$ cat src/rtl/dram_arbiter.sv
// Two-port (CPU m0, DMA m1) arbiter in front of a single-port synchronous RAM.
// Define DRAM_ARB_RR_EN for round-robin contention; default is fixed priority with starve guard.
module dram_arbiter #(
  parameter int ADDR_W     = 16,
  parameter int DATA_W     = 32,
  parameter int STARVE_LIM = 8,
  parameter int LOCK_MAX   = 4
) (
  input  logic              i_clk,
  input  logic              i_rst,
  input  logic              i_clk_en,
  input  logic              i_m0_req,
  input  logic              i_m0_we,
  input  logic [ADDR_W-1:0] i_m0_addr,
  input  logic [DATA_W-1:0] i_m0_wdata,
  output logic              o_m0_gnt,
  output logic              o_m0_rvalid,
  output logic [DATA_W-1:0] o_m0_rdata,
  input  logic              i_m1_req,
  input  logic              i_m1_we,
  input  logic              i_m1_lock,
  input  logic [ADDR_W-1:0] i_m1_addr,
  input  logic [DATA_W-1:0] i_m1_wdata,
  output logic              o_m1_gnt,
  output logic              o_m1_rvalid,
  output logic [DATA_W-1:0] o_m1_rdata,
  output logic              o_ram_cs,
  output logic              o_ram_we,
  output logic [ADDR_W-1:0] o_ram_addr,
  output logic [DATA_W-1:0] o_ram_wdata,
  input  logic [DATA_W-1:0] i_ram_rdata
);

  typedef enum logic {ARB, LOCK1} state_t;

  localparam logic [7:0] LIM8 = 8'(STARVE_LIM);
  localparam logic [3:0] LMAX = 4'(LOCK_MAX);

  state_t            state;
  logic [3:0]        lock_cnt;
  logic [7:0]        starve;
  logic              m0_prio;
  logic              resume;
  logic              pend0, pend1;
  logic [DATA_W-1:0] hold0, hold1;
`ifdef DRAM_ARB_RR_EN
  logic              last_m1;
`endif

  logic lk, prio0, pick1, g0, g1;

  assign lk    = i_m1_req & i_m1_lock;
  assign prio0 = m0_prio | (state == LOCK1);
`ifdef DRAM_ARB_RR_EN
  assign pick1 = ~last_m1;
`else
  assign pick1 = (starve == LIM8);
`endif

  // resume lets a burst cut short by LOCK_MAX continue after m0's one slot
  always_comb begin
    g0 = 1'b0;
    g1 = 1'b0;
    if (i_clk_en && !i_rst) begin
      if (state == LOCK1 && lk) begin
        g1 = 1'b1;
      end else if (i_m0_req && i_m1_req) begin
        g1 = ~prio0 & ((resume & lk) | pick1);
        g0 = ~g1;
      end else begin
        g0 = i_m0_req;
        g1 = i_m1_req;
      end
    end
  end

  assign o_m0_gnt    = g0;
  assign o_m1_gnt    = g1;
  assign o_ram_cs    = g0 | g1;
  assign o_ram_we    = g1 ? i_m1_we : (g0 & i_m0_we);
  assign o_ram_addr  = g1 ? i_m1_addr : i_m0_addr;
  assign o_ram_wdata = g1 ? i_m1_wdata : i_m0_wdata;

  assign o_m0_rvalid = pend0 & i_clk_en & ~i_rst;
  assign o_m1_rvalid = pend1 & i_clk_en & ~i_rst;
  assign o_m0_rdata  = o_m0_rvalid ? i_ram_rdata : hold0;
  assign o_m1_rdata  = o_m1_rvalid ? i_ram_rdata : hold1;

  always_ff @(posedge i_clk) begin
    if (i_rst) begin
      state    <= ARB;
      lock_cnt <= '0;
      starve   <= '0;
      m0_prio  <= 1'b0;
      resume   <= 1'b0;
      pend0    <= 1'b0;
      pend1    <= 1'b0;
      hold0    <= '0;
      hold1    <= '0;
`ifdef DRAM_ARB_RR_EN
      last_m1  <= 1'b1;
`endif
    end else if (i_clk_en) begin
      pend0 <= g0 & ~i_m0_we;
      pend1 <= g1 & ~i_m1_we;
      if (pend0) hold0 <= i_ram_rdata;
      if (pend1) hold1 <= i_ram_rdata;
`ifdef DRAM_ARB_RR_EN
      if (g0 || g1) last_m1 <= g1;
`endif
      if (g1)
        starve <= '0;
      else if (i_m1_req && starve < LIM8)
        starve <= starve + 8'd1;
      m0_prio <= 1'b0;
      if (g1 || !lk) resume <= 1'b0;
      unique case (state)
        ARB: begin
          if (g1 && i_m1_lock) begin
            if (LOCK_MAX > 1) begin
              state    <= LOCK1;
              lock_cnt <= 4'd1;
            end else begin
              m0_prio <= 1'b1;
              resume  <= 1'b1;
            end
          end
        end
        LOCK1: begin
          if (lk && (lock_cnt + 4'd1) < LMAX) begin
            lock_cnt <= lock_cnt + 4'd1;
          end else begin
            state    <= ARB;
            lock_cnt <= '0;
            m0_prio  <= 1'b1;
            resume   <= lk;
          end
        end
      endcase
    end
  end

endmodule
$ cat config.mk
export PLATFORM = sky130hd
export DESIGN_NAME = dram_arbiter
export DESIGN_NICKNAME = d
export VERILOG_FILES = /design/src/rtl/dram_arbiter.sv
export SDC_FILE = /design/constraint.sdc
export NUM_CORES = 1
export LEC_CHECK = 0
export BUFFER_PORTS_ARGS = -buffer_cell sky130_fd_sc_hd__buf_2
export CAP_MARGIN = 20
export CORE_MARGIN = 2
export CORE_UTILIZATION = 48
export CTS_CLUSTER_SIZE = 10
export DETAILED_ROUTE_END_ITERATION = 7
export GPL_ROUTABILITY_DRIVEN = 0
export HOLD_SLACK_MARGIN = 0.05
export PLACE_DENSITY = 0.87
export SLEW_MARGIN = 15
export SYNTH_ARGS = -nofsm -noshare
export SYNTH_HDL_FRONTEND = slang
export SYNTH_SLANG_ARGS = --single-unit
export TNS_END_PERCENT = 1
$ cat constraint.sdc
create_clock -name i_clk -period 4.22 [get_ports i_clk]
set_input_delay 0.633 -clock i_clk [delete_from_list [all_inputs] [get_ports i_clk]]
set_output_delay 0.633 -clock i_clk [all_outputs]
set_load 0.05 [all_outputs]
==> qor.txt <==
IO buf count: 253
Number of distinct library cells after synthesis: 52
R2r endpoint: resume
Worst endpoint required time: 3.59 ns
DRT Wirelength: 12890 um
Root buffer cell: clkbuf_8
Worst Setup Path Type: reg2out
Final hold violation count: 0
Site Rows: 34
Synth Net Count: 508
H-tree level count: 3
Synth Cell Area: 4350 um^2
Total die area: 9841 um^2
Clock Sinks: 81
CP max FO: 60
MaxCap Viol Count: 0
CP Capture Type: primary output
Multi-input gate area: 2496 um^2
Post-synthesis cell count: 369
Reg2reg path depth: 5
Post-layout min period: 3.426 ns
Final Skew: 0.01202 ns
Clock buffer depth: 2
CTS tree: done
Seq/Total Area, Yosys: 37.27%
GRT Overall Usage: 24.33%
#FFs+latches synth: 81
Hold Path Depth: 1
Die X-Extent: 99.20 um
Crit share post-route: 81.17%
Grt total ovfl: 0
Max VDD drop: 192.1 uV
Worst-Margin Slew: 0.4781 ns
Leakage: 2.946 nW
Final std cells w/o fill: 721
Ys Warns: 0
Slew Viols, Final: 0
DP HPWL: 9679 um
Worst-Skew Late Latency: 0.35 ns
Synth-to-Final Area Change: 34.17%
Antenna Cells: 0
Vias per cell: 5.436
Antenna Nets Post-Route: 0
Hold Crit Class: reg2reg
Layout cells sized above 1: 62.97%
Max Fclk: 291.9 MHz
Synth Area per Inst: 11.79 um^2
Top_reg_cell synth: dfxtp_1
CP Launch Type: register
Layout fillers: 673
Largest net degree at the start of global routing: 66
Placeable Area: 8763 um^2
Reg2reg setup slack: 2.20 ns
Worst EP arrival: 2.79 ns
# setup viols final: 0
Total CTS buffers: 9
Post-CTS Setup Repair Bufs: 0
Fin Setup TNS: 0 ns
Dpl cells: 705
Worst-path clk slew: 0.09 ns
Min-delay src: starve[6]
Initial Utilization: 49.64%
Nets: 747
Status: finished, final reports clean
Most common cell after layout, fill and taps aside: buf_2
Most frequent cells in the layout: 253 x buf_2, 81 x dfxtp_1, 65 x a22o_1
I/O pins: 254
Max_slew headroom: 68.12%
Routed via count: 3919
Initial DRC count: 139
RSZ-0062 raised after global routing: no
Initial antenna violation count: 0
Vias in the first global route: 3789
Wire per inst: 17.88 um
# hold bufs at CTS: 0
Drc violations: 0
Synth async-reset ratio: 0%
Power Density: 296.9 nW/um^2
Die Y: 99.20 um
Post-synth EDFFs: 0
Hold EP: starve[6]
Reg-to-Reg Start: starve[4]
Post-CTS Resized: 0
Sequential cell area: 1622 um^2
Pre-antenna DRT Iters: 4
First-pass GRT wire length: 19340 um
flip-flops by register name, summed over array words and instances (netlist names):
register	count
m0_prio	1
hold0	32
starve	8
state	1
resume	1
lock_cnt	4
pend1	1
pend0	1
hold1	32
per-stage QoR:
stage               worst slack [ns]  util [%]  power (mW)  hold slack, ns  instance area, um^2
global placement               1.048     64.35       1.173          0.4518                 5639
detailed placement            0.9708     64.35       1.180          0.4504                 5639
finish                        0.7945     66.60       1.733          0.4726                 5837
floorplan                      1.090         -       1.051          0.4384                 4350
global route                  0.6893     66.60       1.787          0.4869                 5837
CTS                           0.8104     66.60       1.741          0.4769                 5837
how the worst max path moves through the flow:
stage / end / depth (start not counted) / from
4_1_cts: o_ram_wdata[29] / 6 / starve[4]
5_1_grt: o_ram_wdata[27] / 6 / starve[4]
2_1_floorplan: o_ram_we / 5 / i_m1_req
6_report: o_ram_wdata[29] / 6 / starve[4]
3_3_place_gp: o_m0_rdata[16] / 6 / i_rst
3_5_place_dp: o_m0_rdata[17] / 6 / i_rst
per-layer routing:
metal | part of all wire, % | routed length (um) | up-vias | GRT usage [%]
li1 | - | - | 1883 | -
met1 | 41 | 5315 | 1853 | 30.73
met2 | 49 | 6361 | 172 | 41.27
met3 | 8.5 | 1101 | 11 | 6.887
met4 | 0.85 | 110 | 0 | 5.796
met5 | 0 | 0 | - | 0
where the power goes:
group / total (mW) / internal, mW / leakage [nW] / switching, mW
clock network: 0.569 / 0.290 / 0.0888 / 0.279
logic: 0.385 / 0.135 / 2.20 / 0.250
registers: 0.779 / 0.773 / 0.654 / 0.00649
worst max-delay path: stages (launching register included):
cell	delay [ns]
dfxtp_1	0.31
or4_1	0.65
nor3_2	0.29
o211a_4	0.19
buf_12	0.31
mux2_1	0.40
buf_2	0.23
final cells by class:
cell class / instances / area share, %
multi-input combinational: 247 / 42.77
clock inverter: 4 / 0.9003
clock buffer: 12 / 2.487
inverter: 10 / 0.6431
sequential: 81 / 27.78
tap: 108 / 2.315
timing repair buffer: 259 / 23.11
Yosys cell counts, drive strengths merged, types with 2 or more instances:
library cell  number  share of area [%]
nor2               3               0.26
o311ai             2               0.40
inv               10               0.86
nor3b              7                1.2
buf               20                3.9
ha                 3               0.86
or2                2               0.29
a211oi             2               0.35
and2               2               0.29
nand2              4               0.35
xnor2              3               0.60
dfxtp             81                 37
a22o              65                 13
a31oi              2               0.29
nor2b              3               0.43
nand3              2               0.23
clkbuf            11               0.95
a21oi              5               0.58
nor3               7                1.0
mux2             112                 32
a41oi              2               0.40
cell families after synthesis:
family	share of synthesized area, %
xor+xnor	0.6041
simple gates	5.206
compound gates	17.63
flops	37.27
fa+ha+maj	0.8629
buf+inv	5.752
mux	32.67
(Power assumes the default switching activity.)
